File: src/rtl/reg_wb_pkg.sv
// -----------------------------------------------------------------------------
// reg_wb_pkg
//   Shared definitions for the register write-back controller:
//     - 4-bit opcode encodings of the instruction set
//     - instruction class and controller state enums
//     - classify(): opcode -> write-back class
//   Imported by reg_wb_ctrl and reg_file_16x16.
// -----------------------------------------------------------------------------
package reg_wb_pkg;

    localparam int OPC_W = 4;

    // R-type: destination in the rd field
    localparam logic [OPC_W-1:0] OP_ADDREG   = 4'b1000;
    localparam logic [OPC_W-1:0] OP_SUBREG   = 4'b1100;
    localparam logic [OPC_W-1:0] OP_LNAND    = 4'b1011;
    localparam logic [OPC_W-1:0] OP_LOR      = 4'b1111;
    localparam logic [OPC_W-1:0] OP_SHIFT    = 4'b0000;

    // I-type: destination in the rt field
    localparam logic [OPC_W-1:0] OP_ADDSEIMD = 4'b1001;
    localparam logic [OPC_W-1:0] OP_LNANDIMD = 4'b1010;
    localparam logic [OPC_W-1:0] OP_SUBSEIMD = 4'b1101;
    localparam logic [OPC_W-1:0] OP_LORIMD   = 4'b1110;
    localparam logic [OPC_W-1:0] OP_LUI      = 4'b0111;
    localparam logic [OPC_W-1:0] OP_LLI      = 4'b0110;

    // Load: destination in rt, data from memory
    localparam logic [OPC_W-1:0] OP_LWD      = 4'b0001;

    // No register write
    localparam logic [OPC_W-1:0] OP_STRWD    = 4'b0010;
    localparam logic [OPC_W-1:0] OP_BRNCHEQ  = 4'b0100;
    localparam logic [OPC_W-1:0] OP_BRNCHNEQ = 4'b0101;
    localparam logic [OPC_W-1:0] OP_JMP      = 4'b0011;

    typedef enum logic [2:0] {
        CLS_R,
        CLS_I,
        CLS_LOAD,
        CLS_NOWR,
        CLS_ILL
    } wb_class_e;

    typedef enum logic [1:0] {
        IDLE,
        WRITE,
        WAIT_MEM
    } wb_state_e;

    // The current map covers all 16 encodings; CLS_ILL is kept so that a
    // future encoding removed from the map is reported instead of silently
    // retired as something else.
    function automatic wb_class_e classify(input logic [OPC_W-1:0] op);
        wb_class_e cls;
        case (op)
            OP_ADDREG, OP_SUBREG, OP_LNAND, OP_LOR, OP_SHIFT:
                cls = CLS_R;
            OP_ADDSEIMD, OP_LNANDIMD, OP_SUBSEIMD, OP_LORIMD, OP_LUI, OP_LLI:
                cls = CLS_I;
            OP_LWD:
                cls = CLS_LOAD;
            OP_STRWD, OP_BRNCHEQ, OP_BRNCHNEQ, OP_JMP:
                cls = CLS_NOWR;
            default:
                cls = CLS_ILL;
        endcase
        return cls;
    endfunction

endpackage

File: src/rtl/reg_wb_ctrl_regfile.sv
// -----------------------------------------------------------------------------
// reg_file_16x16
//   16 x DATA_W register storage with one write port and two combinational
//   read ports. Register 0 is hardwired to zero: writes to it are dropped and
//   reads of it return 0.
//
//   Optional feature (macro REG_WB_BYPASS_EN):
//     defined   - write-through bypass: a read of the address being written
//                 returns the write data in the same cycle (never for r0).
//     undefined - reads return the stored value; a write becomes visible the
//                 cycle after the write strobe.
//
//   Ports:
//     clk, reset          clock, synchronous active-high reset (clears storage)
//     we, waddr, wdata    write strobe / address / data
//     raddr_a, rdata_a    read port A
//     raddr_b, rdata_b    read port B
// -----------------------------------------------------------------------------
module reg_file_16x16
    import reg_wb_pkg::*;
#(
    parameter int DATA_W = 16,
    parameter int REG_AW = 4
) (
    input  logic              clk,
    input  logic              reset,
    input  logic              we,
    input  logic [REG_AW-1:0] waddr,
    input  logic [DATA_W-1:0] wdata,
    input  logic [REG_AW-1:0] raddr_a,
    output logic [DATA_W-1:0] rdata_a,
    input  logic [REG_AW-1:0] raddr_b,
    output logic [DATA_W-1:0] rdata_b
);

    localparam int NREGS = 1 << REG_AW;

    logic [DATA_W-1:0] regs [NREGS];
    logic [DATA_W-1:0] raw_a;
    logic [DATA_W-1:0] raw_b;
    logic              wr_live;

    // Storage is architectural state, so reset clears every entry.
    always_ff @(posedge clk) begin
        if (reset) begin
            for (int i = 0; i < NREGS; i++) begin
                regs[i] <= '0;
            end
        end else if (wr_live) begin
            regs[waddr] <= wdata;
        end
    end

    // A write to r0 is a legal no-op on storage.
    assign wr_live = we && (waddr != '0);

    assign raw_a = (raddr_a == '0) ? '0 : regs[raddr_a];
    assign raw_b = (raddr_b == '0) ? '0 : regs[raddr_b];

`ifdef REG_WB_BYPASS_EN
    // wr_live already excludes r0, so the zero rule holds under bypass too.
    assign rdata_a = (wr_live && (raddr_a == waddr)) ? wdata : raw_a;
    assign rdata_b = (wr_live && (raddr_b == waddr)) ? wdata : raw_b;
`else
    assign rdata_a = raw_a;
    assign rdata_b = raw_b;
`endif

endmodule

File: src/rtl/reg_wb_ctrl.sv
// -----------------------------------------------------------------------------
// reg_wb_ctrl
//   Write-back end of the register-file datapath. Accepts one retiring
//   instruction per handshake, classifies its opcode, and writes the ALU
//   result (R/I-type) or the memory response (lwd) into the register file.
//   Store/branch/jump opcodes retire immediately without a write.
//
//   FSM: IDLE -> WRITE -> IDLE          (R-type, I-type)
//        IDLE -> WAIT_MEM -> WRITE -> IDLE  (lwd; waits indefinitely)
//        IDLE -> IDLE                   (no-write and illegal opcodes)
//
//   Optional feature: REG_WB_BYPASS_EN (see reg_file_16x16).
//
//   Ports:
//     clk, reset                   clock, synchronous active-high reset
//     wb_valid / wb_ready          instruction handshake (ready only in IDLE)
//     wb_opcode, wb_rd, wb_rt      opcode and destination fields
//     wb_alu_res                   ALU result
//     mem_rsp_valid, mem_rdata     load response (used only in WAIT_MEM)
//     rd_addr_a/b, rd_data_a/b     combinational read ports
//     wr_en_o, wr_addr_o           register write strobe / address
//     illegal_o                    one-cycle pulse after an unknown opcode
//     retired_cnt                  wrapping retired-instruction counter
// -----------------------------------------------------------------------------
module reg_wb_ctrl
    import reg_wb_pkg::*;
#(
    parameter int DATA_W = 16,
    parameter int REG_AW = 4,
    parameter int CNT_W  = 16
) (
    input  logic              clk,
    input  logic              reset,
    input  logic              wb_valid,
    output logic              wb_ready,
    input  logic [3:0]        wb_opcode,
    input  logic [REG_AW-1:0] wb_rd,
    input  logic [REG_AW-1:0] wb_rt,
    input  logic [DATA_W-1:0] wb_alu_res,
    input  logic              mem_rsp_valid,
    input  logic [DATA_W-1:0] mem_rdata,
    input  logic [REG_AW-1:0] rd_addr_a,
    input  logic [REG_AW-1:0] rd_addr_b,
    output logic [DATA_W-1:0] rd_data_a,
    output logic [DATA_W-1:0] rd_data_b,
    output logic              wr_en_o,
    output logic [REG_AW-1:0] wr_addr_o,
    output logic              illegal_o,
    output logic [CNT_W-1:0]  retired_cnt
);

    wb_state_e         state;
    wb_class_e         cls;
    logic              accept;
    logic              load_rsp;
    logic [REG_AW-1:0] dst_q;
    logic [DATA_W-1:0] data_q;

    assign wb_ready = (state == IDLE);
    assign accept   = wb_valid && wb_ready;
    assign cls      = classify(wb_opcode);
    assign load_rsp = (state == WAIT_MEM) && mem_rsp_valid;

    // Control path: state, write strobe/address, illegal pulse, counter.
    // wr_en_o is registered on the transition into WRITE, so it is high for
    // exactly the WRITE cycle and the storage updates at the end of it.
    always_ff @(posedge clk) begin
        if (reset) begin
            state       <= IDLE;
            wr_en_o     <= 1'b0;
            wr_addr_o   <= '0;
            illegal_o   <= 1'b0;
            retired_cnt <= '0;
        end else begin
            wr_en_o   <= 1'b0;
            illegal_o <= 1'b0;
            case (state)
                IDLE: begin
                    if (accept) begin
                        case (cls)
                            CLS_R: begin
                                wr_en_o   <= 1'b1;
                                wr_addr_o <= wb_rd;
                                state     <= WRITE;
                            end
                            CLS_I: begin
                                wr_en_o   <= 1'b1;
                                wr_addr_o <= wb_rt;
                                state     <= WRITE;
                            end
                            CLS_LOAD: begin
                                state <= WAIT_MEM;
                            end
                            CLS_NOWR: begin
                                retired_cnt <= retired_cnt + CNT_W'(1);
                            end
                            default: begin
                                illegal_o   <= 1'b1;
                                retired_cnt <= retired_cnt + CNT_W'(1);
                            end
                        endcase
                    end
                end
                WRITE: begin
                    retired_cnt <= retired_cnt + CNT_W'(1);
                    state       <= IDLE;
                end
                WAIT_MEM: begin
                    // No timeout: the memory system guarantees a response.
                    if (mem_rsp_valid) begin
                        wr_en_o   <= 1'b1;
                        wr_addr_o <= dst_q;
                        state     <= WRITE;
                    end
                end
                default: begin
                    state <= IDLE;
                end
            endcase
        end
    end

    // Data path: destination and write data captured without reset; they are
    // only consumed once the control path has marked them valid.
    always_ff @(posedge clk) begin
        if (accept) begin
            dst_q  <= (cls == CLS_R) ? wb_rd : wb_rt;
            data_q <= wb_alu_res;
        end else if (load_rsp) begin
            data_q <= mem_rdata;
        end
    end

    reg_file_16x16 #(
        .DATA_W (DATA_W),
        .REG_AW (REG_AW)
    ) u_regfile (
        .clk     (clk),
        .reset   (reset),
        .we      (wr_en_o),
        .waddr   (wr_addr_o),
        .wdata   (data_q),
        .raddr_a (rd_addr_a),
        .rdata_a (rd_data_a),
        .raddr_b (rd_addr_b),
        .rdata_b (rd_data_b)
    );

endmodule

File: config.mk
export PLATFORM = sky130hd
export DESIGN_NAME = reg_wb_ctrl
export DESIGN_NICKNAME = d
export VERILOG_FILES = /design/src/rtl/reg_wb_pkg.sv /design/src/rtl/reg_wb_ctrl_regfile.sv /design/src/rtl/reg_wb_ctrl.sv
export SDC_FILE = /design/constraint.sdc
export NUM_CORES = 1
export LEC_CHECK = 0
export CORE_MARGIN = 3
export CORE_UTILIZATION = 23
export DETAILED_ROUTE_END_ITERATION = 8
export PLACE_DENSITY = 0.43
export SYNTH_ARGS = -nofsm -noshare
export SYNTH_HDL_FRONTEND = slang
export SYNTH_HIERARCHICAL = 1
export SYNTH_SLANG_ARGS = --single-unit
File: constraint.sdc
create_clock -name clk -period 2.4 [get_ports clk]
set_input_delay 0.48 -clock clk [delete_from_list [all_inputs] [get_ports clk]]
set_output_delay 0.48 -clock clk [all_outputs]
set_load 0.1 [all_outputs]
==> flow_summary.json, run 1 <==
{
  "synth_top_cell_by_area": "edfxtp_1",
  "slew_headroom_pct": 57.1,
  "final-setup-viol-count": 32,
  "hold_violations": 0,
  "wl_um": 51400,
  "core_sq_mm": 0.0652,
  "cp-end-kind": "output port",
  "numCtsBuffers": 37,
  "antenna_found_initial": 3,
  "ioPinCount": 111,
  "avgSynthCellArea_sq_um": 13.4,
  "p_leak_nw": 7.79,
  "dpl.hpwl_um": 36200,
  "fin_util_pct": 32.2,
  "num_rows": 93,
  "initial_core_util_pct": 23.5,
  "detailroute.via_count": 10400,
  "area_growth_pct": 37.2,
  "fill_cells": 6408,
  "worstPathArrival_ps": 2100,
  "place_inst": 2181,
  "drc": 0,
  "clock_latency_ps": 560,
  "worst_pin_slew_ps": 643,
  "finalPower_w": 0.0138,
  "power_density_mw_per_mm2": 656,
  "ys_top_cells_by_area": "edfxtp_1, and2_1, mux4_2",
  "die-area_sq_mm": 0.0697,
  "crit_type": "flop to output port",
  "maxCapViolCount": 0,
  "cts.htree.levels": 2,
  "gp_congestion": 0.803,
  "grt_max_degree": 35,
  "fin_worst_skew_ps": 20.5,
  "path_clk_slew_ps": 50,
  "initialDrtViolationCount": 568,
  "fmax_mhz": 388,
  "synth-seq-cells": 285,
  "final_cells": 2253,
  "fin_ws_ps": -179,
  "grt_pass1_wl_um": 75600,
  "grt_pass1_vias": 11100,
  "critical_path_required_ps": 1920,
  "fp.dieH_um": 264,
  "synth_nets": 1197,
  "ys.flop_type": "edfxtp_1",
  "yosys.area.top_type_share_pct": 51.2,
  "postPlaceCellArea_sq_mm": 0.0194,
  "clkSinkCount": 285,
  "place_ws_ps": -465,
  "synth.yosys.warnings": 6,
  "post-route-period-util_pct": 107,
  "nNetsFinal": 1429,
  "ant_nets": 0,
  "crit_fanout": 2,
  "yosysUniqueCellTypes": 62,
  "async_reset_ff_share_pct": 0,
  "grt_util_all_layers_pct": 14.6,
  "rsz0062_at_grt": "true",
  "overflow": 0,
  "drive_gt1_share_pct": 37.2,
  "dr.pass1.iters": 5,
  "status": "finished, violations left",
  "startpoint_type": "flop",
  "hold_path.class": "flop to flop",
  "dieWidth_um": 264,
  "period_needed_ps": 2580,
  "via_per_inst": 4.62,
  "violations": "setup timing",
  "clockBufferDepth": 3,
  "ir_drop_uv": 365,
  "cts_tree": "done",
  "root_buffer": "clkbuf_16",
  "synth_enable_flop_cells": 261,
  "yosysSeqAreaShare_pct": 54.3,
  "synth_cells": 1139,
  "netlist_area_sq_mm": 0.0153,
  "maxSlewViolCount": 0,
  "io_buffers": 110,
  "postLayoutCellArea_sq_mm": 0.0210,
  "avgRoutedWirePerCell_um": 22.8
}
## cell families (layout without fill, tap and decap cells)
kind of cell             count (synthesis)  after routing  synth area share (%)
adder cells (fa/ha/maj)                  2              2                 0.163
flip-flops                             285            285                  54.3
buffers and inverters                  102            360                  3.37
multiplexers                           216            216                  19.9
AO/OA/AOI/OAI                          154            154                  7.30
AND/OR/NAND/NOR                        378            378                  14.9
other                                    2              3                0.0490
## state kept, by name, summed over array words and instances (netlist names)
name / count
state: 2
dst_q: 4
wr_addr_o: 4
u_regfile/regs: 241
retired_cnt: 16
illegal_o: 1
wr_en_o: 1
data_q: 16
## worst max-delay path: stages (launching register included)
cell	delay, ps
edfxtp_1	430
mux4_2	480
mux2_4	300
nand2_4	70
o31ai_4	90
buf_12	180
## cell usage after synthesis, drive strengths merged, types with 16 or more instances
master	number
edfxtp	261
nor2	43
mux4	67
dfxtp	24
mux2	42
or2	19
a21oi	58
mux2i	107
buf	50
clkbuf	46
and2	242
a221o	16
## final timing paths
path                                              from                      endpoint  slack (ps)  cells past startpoint
setup / recovery  u_regfile/regs[12][14]$_SDFFCE_PN0P_                 rd_data_a[14]        -180                      5
hold / removal             retired_cnt[5]$_SDFFE_PP0P_   retired_cnt[5]$_SDFFE_PP0P_         490                      2
setup reg to reg           retired_cnt[6]$_SDFFE_PP0P_  retired_cnt[15]$_SDFFE_PP0P_         500                      5
hold reg to reg            retired_cnt[5]$_SDFFE_PP0P_   retired_cnt[5]$_SDFFE_PP0P_         490                      2
## metrics by stage
stage / hold WS [ps] / TNS, ps
CTS: 501 / -4030
finish: 494 / -3000
floorplan: 535 / -2810
global placement: 477 / -8110
global route: 533 / -5280
detailed placement: 495 / -8060
## placed cells by master (no fill, tap or decap), drive strengths merged, types with 15 or more instances in the layout
master         instances
or2                   19
and2                 242
mux2i                107
buf                  240
clkdlybuf4s50         47
a22oi                 15
clkinv                16
a2111oi               15
clkbuf                47
a221o                 16
edfxtp               261
dfxtp                 24
mux4                  67
nor2                  43
mux2                  42
a21oi                 58
## layer usage
| metal | up-vias | track usage, % | wire length, um |
|---|---|---|---|
| met4 | 0 | 3.53 | 943 |
| li1 | 4801 | - | - |
| met2 | 236 | 25.1 | 25500 |
| met3 | 56 | 2.19 | 2010 |
| met1 | 5315 | 19.4 | 23000 |
| met5 | - | 0 | 0 |
## repair_timing
item | in CTS | in global routing
endpoints found under the hold margin | 0 | 0
setup endpoints to repair | 32 | 32
pin swaps | 45 | 9
buffers inserted | 5 | 4
hold buffers | 0 | 0
gates resized for setup | 50 | 20
## power breakdown
| part | total (W) | leakage (nW) | switching (W) | internal [W] |
|---|---|---|---|---|
| combinational | 0.00255 | 4.34 | 0.00144 | 0.00111 |
| sequential | 0.00582 | 2.88 | 0.000212 | 0.00561 |
| clock | 0.00541 | 0.560 | 0.00219 | 0.00322 |
## layout make-up
class	count	area, sq um	share of cell area (%)
flip-flops and latches	285	8320	39.6
multi-input cells	752	7150	34.0
repair buffers	289	3280	15.6
well taps	855	1070	5.09
clock buffers	45	977	4.65
clock inverters	20	188	0.893
inverters	6	22.5	0.107
diodes	1	2.50	0.0119
Note: power is estimated with default switching activity, not from simulation.
==> run 2, diff against run 1 <==
--- a/config.mk
+++ b/config.mk
@@ -5,8 +5,10 @@
 export SDC_FILE = /design/constraint.sdc
 export NUM_CORES = 1
 export LEC_CHECK = 0
+export ABC_CLOCK_PERIOD_IN_PS = 2400
 export CORE_MARGIN = 3
 export CORE_UTILIZATION = 23
+export CTS_CLUSTER_DIAMETER = 80
 export DETAILED_ROUTE_END_ITERATION = 8
 export PLACE_DENSITY = 0.43
 export SYNTH_ARGS = -nofsm -noshare
==> flow_summary.json, run 2 (synthesized netlist as in run 1, its figures left out) <==
{
  "critical_path_required_ps": 1920,
  "grt_util_all_layers_pct": 14.6,
  "maxSlewViolCount": 0,
  "place_ws_ps": -465,
  "grt_max_degree": 35,
  "hold_path.class": "flop to flop",
  "final-setup-viol-count": 32,
  "fin_ws_ps": -174,
  "area_growth_pct": 37.2,
  "die-area_sq_mm": 0.0697,
  "clockBufferDepth": 3,
  "ir_drop_uv": 362,
  "rsz0062_at_grt": "true",
  "root_buffer": "clkbuf_16",
  "fp.dieH_um": 264,
  "largestRegisters": "u_regfile/regs (241), data_q (16), retired_cnt (16)",
  "initial_core_util_pct": 23.5,
  "antenna_found_initial": 3,
  "crit_type": "flop to output port",
  "fin_util_pct": 32.3,
  "holdCritStartpoint": "retired_cnt[5]$_SDFFE_PP0P_",
  "p_leak_nw": 7.79,
  "fill_cells": 6410,
  "cts_tree": "done",
  "dr.pass1.iters": 5,
  "cp-end-kind": "output port",
  "violations": "setup timing",
  "hold_buffers": 0,
  "crit-reg2reg-capture": "retired_cnt[15]$_SDFFE_PP0P_",
  "met2_usage_pct": 25.0,
  "cts.htree.levels": 2,
  "r2r_setup_slack_ps": 510,
  "numCtsBuffers": 37,
  "period_needed_ps": 2570,
  "nNetsFinal": 1429,
  "layout_commonest_cell": "edfxtp_1",
  "grt_pass1_wl_um": 75500,
  "avgRoutedWirePerCell_um": 22.8,
  "hold-path-endpoint": "retired_cnt[5]$_SDFFE_PP0P_",
  "grt_use_met1_pct": 19.3,
  "reg2reg_depth": 5,
  "power_density_mw_per_mm2": 655,
  "slew_headroom_pct": 57.0,
  "drc": 0,
  "num_rows": 93,
  "hold_path_depth": 2,
  "path_clk_slew_ps": 60,
  "core_sq_mm": 0.0652,
  "worstReg2RegStart": "retired_cnt[6]$_SDFFE_PP0P_",
  "drive_gt1_share_pct": 37.2,
  "crit_fanout": 2,
  "multiInputGateArea_sq_mm": 0.00715,
  "io_buffers": 110,
  "worstPathArrival_ps": 2090,
  "startpoint_type": "flop",
  "initialDrtViolationCount": 603,
  "maxCapViolCount": 0,
  "gp_congestion": 0.803,
  "overflow": 0,
  "status": "finished, violations left",
  "wl_um": 51300,
  "dieWidth_um": 264,
  "regArea_sq_mm": 0.00832,
  "worst_pin_slew_ps": 646,
  "regMostFlops": "u_regfile/regs",
  "met3_usage_pct": 2.16,
  "hold_violations": 0,
  "via_per_inst": 4.59,
  "grt.busiest_layer": "met2",
  "clkSinkCount": 285,
  "clock_latency_ps": 560,
  "timing.hold.ws_ps": 493,
  "grt_pass1_vias": 11100,
  "post-route-period-util_pct": 107,
  "ant_nets": 0,
  "final_cell_mix": "edfxtp_1, and2_1, buf_4",
  "fmax_mhz": 388,
  "ioPinCount": 111,
  "detailroute.via_count": 10300,
  "fin_worst_skew_ps": 19.4,
  "finalPower_w": 0.0138,
  "largest_reg_flops": 241,
  "dpl.hpwl_um": 36200
}
==> run 2: what timing repair did <==
item,CTS,global route
setup buffers,5,4
endpoints found under the setup margin,32,32
resized for setup,50,20
pin swaps,45,9
==> run 2: layout make-up <==
type                       count  share of cell area (%)
clock inverter                19                   0.881
clock buffer                  46                    4.67
tap                          855                    5.09
multi-input combinational    752                    34.0
inverter                       6                   0.107
timing repair buffer         289                    15.6
antenna                        2                  0.0238
sequential                   285                    39.6
==> run 2: how the worst max path moves through the flow <==
stage | from | endpoint | cells past startpoint
floorplan | rd_addr_a[0] | rd_data_a[13] | 5
global placement | rd_addr_a[1] | rd_data_a[2] | 8
detailed placement | rd_addr_a[1] | rd_data_a[0] | 8
CTS | u_regfile/regs[12][14]$_SDFFCE_PN0P_ | rd_data_a[14] | 5
global route | u_regfile/regs[12][14]$_SDFFCE_PN0P_ | rd_data_a[14] | 5
finish | u_regfile/regs[12][14]$_SDFFCE_PN0P_ | rd_data_a[14] | 5
==> run 2: where the power goes <==
part	switching (W)	leakage [nW]	internal (W)
clock	0.00217	0.564	0.00323
combinational	0.00143	4.34	0.00111
sequential	0.000212	2.88	0.00561
total	0.00382	7.79	0.00995
==> run 2: metrics by stage <==
step	setup TNS, ps	cell area, sq um	instances
3_5_place_dp	-8060	19400	2181
6_report	-2920	21000	2254
5_1_grt	-5280	21000	2252
3_3_place_gp	-8110	19400	2181
4_1_cts	-4060	20900	2250
2_1_floorplan	-2810	15700	1139
==> run 2: metal layers <==
layer	vias to the layer above	wire length (um)
met5	-	0
met1	5260	23000
li1	4807	-
met3	61	1950
met4	0	1010
met2	211	25300
==> run 2: worst max-delay path, cell delays in order (launching register included) <==
cell      delay, ps
edfxtp_1        430
mux4_2          470
mux2_4          300
nand2_4          70
o31ai_4          90
buf_12          180
==> run 3, diff against run 2 <==
--- a/config.mk
+++ b/config.mk
@@ -5,7 +5,7 @@
 export SDC_FILE = /design/constraint.sdc
 export NUM_CORES = 1
 export LEC_CHECK = 0
-export ABC_CLOCK_PERIOD_IN_PS = 2400
+export ABC_CLOCK_PERIOD_IN_PS = 2600
 export CORE_MARGIN = 3
 export CORE_UTILIZATION = 23
 export CTS_CLUSTER_DIAMETER = 80
==> constraint.sdc (replaced) <==
create_clock -name clk -period 2.6 [get_ports clk]
set_input_delay 0.52 -clock clk [delete_from_list [all_inputs] [get_ports clk]]
set_output_delay 0.52 -clock clk [all_outputs]
set_load 0.1 [all_outputs]
==> flow_summary.json, run 3 (synthesized netlist as in run 1, its figures left out) <==
{
  "io_buffers": 110,
  "timing.hold.ws_ps": 496,
  "maxSlewViolCount": 0,
  "startpoint_type": "flop",
  "grt_max_degree": 42,
  "initialDrtViolationCount": 632,
  "largest_reg_flops": 241,
  "final_cells": 2236,
  "largestRegisters": "u_regfile/regs (241), data_q (16), retired_cnt (16)",
  "path_clk_slew_ps": 60,
  "place_inst": 2150,
  "cts.htree.levels": 2,
  "maxCapViolCount": 0,
  "drc": 0,
  "worst_pin_slew_ps": 835,
  "cts_tree": "done",
  "fp.dieH_um": 264,
  "via_per_inst": 4.65,
  "dr.pass1.iters": 4,
  "finalPower_w": 0.0127,
  "hold_buffers": 0,
  "fin_util_pct": 31.5,
  "p_leak_nw": 7.62,
  "area_growth_pct": 33.9,
  "wl_um": 51200,
  "nNetsFinal": 1407,
  "antenna_found_initial": 0,
  "regMostFlops": "u_regfile/regs",
  "root_buffer": "clkbuf_16",
  "final-setup-viol-count": 12,
  "hold_violations": 0,
  "ant_nets": 0,
  "overflow": 0,
  "final_cell_mix": "edfxtp_1, and2_1, buf_4",
  "period_needed_ps": 2700,
  "fmax_mhz": 370,
  "core_sq_mm": 0.0652,
  "numCtsBuffers": 39,
  "layout_commonest_cell": "edfxtp_1",
  "dieWidth_um": 264,
  "rsz0062_at_grt": "true",
  "worstPathArrival_ps": 2180,
  "critical_path_required_ps": 2080,
  "detailroute.via_count": 10400,
  "fin_worst_skew_ps": 27.7,
  "avgRoutedWirePerCell_um": 22.9,
  "gp_congestion": 0.761,
  "ioPinCount": 111,
  "grt_pass1_wl_um": 74500,
  "crit_fanout": 2,
  "ir_drop_uv": 394,
  "violations": "setup timing",
  "dpl.hpwl_um": 34200,
  "drive_gt1_share_pct": 34.7,
  "crit_type": "flop to output port",
  "post-route-period-util_pct": 104,
  "cp-end-kind": "output port",
  "power_density_mw_per_mm2": 618,
  "slew_headroom_pct": 44.3,
  "place_ws_ps": -456,
  "grt_pass1_vias": 10800,
  "initial_core_util_pct": 23.5,
  "clkSinkCount": 285,
  "status": "finished, violations left",
  "num_rows": 93,
  "clockBufferDepth": 3,
  "grt_util_all_layers_pct": 14.5,
  "hold_path.class": "flop to flop",
  "fin_ws_ps": -103,
  "die-area_sq_mm": 0.0697,
  "clock_latency_ps": 550
}
## run 3: cell count changes in the layout (fill, tap and decap cells not counted), moves of 10 or more
cell	previous run	this run
a22oi_2	13	0
a22oi_1	2	15
a21oi_2	18	8
a21oi_1	12	22
buf_12	78	60
## run 3: final timing paths
path / from / endpoint / slack [ps] / cells past startpoint
max: u_regfile/regs[2][11]$_SDFFCE_PN0P_ / rd_data_b[11] / -100 / 6
min: retired_cnt[5]$_SDFFE_PP0P_ / retired_cnt[5]$_SDFFE_PP0P_ / 500 / 2
max reg2reg: wr_en_o$_SDFF_PP0_ / u_regfile/regs[11][7]$_SDFFCE_PN0P_ / 580 / 5
min reg2reg: retired_cnt[5]$_SDFFE_PP0P_ / retired_cnt[5]$_SDFFE_PP0P_ / 500 / 2
## run 3: metrics by stage
step                      cell area (sq um)  setup TNS, ps
after floorplan                       15600          -2180
after global placement                19000          -5800
after detailed placement              19000          -5590
after CTS                             20400           -980
after global routing                  20500          -1710
final                                 20500           -448
## run 3: metal layers
layer	vias up	global-route usage, %	part of all wire [%]
met5	-	0	0
met4	0	4.09	2.3
met3	73	2.10	4.1
met2	231	24.3	49
met1	5322	19.4	45
li1	4769	-	-
## run 3: cell type report
type | count | area (sq um)
Timing Repair Buffer | 265 | 2890
Multi-Input combinational cell | 752 | 7010
Antenna cell | 2 | 5.00
Sequential cell | 285 | 8320
Clock buffer | 42 | 987
Clock inverter | 29 | 214
Inverter | 6 | 22.5
Tap cell | 855 | 1070
Fill cell | 6535 | 44700
## run 3: report_power, final
| part | leakage (nW) | switching, W | internal (W) | total [W] |
|---|---|---|---|---|
| clock | 0.587 | 0.00217 | 0.00288 | 0.00505 |
| sequential | 2.88 | 0.000190 | 0.00517 | 0.00536 |
| combinational | 4.15 | 0.00131 | 0.000959 | 0.00227 |
## run 3: worst max-delay path: stages, from the launching register on
cell and delay [ps]:
edfxtp_1 410, mux2_4 280, a221o_1 310, a21oi_2 220, buf_4 160, a21oi_4 40
buf_12 200
## run 3: timing repair
| action | 4_1_cts | 5_1_grt |
|---|---|---|
| gates cloned | 0 | 0 |
| resized for setup | 38 | 16 |
| buffers inserted | 10 | 3 |
| pin swaps | 11 | 21 |
| endpoints found under the setup margin | 32 | 29 |
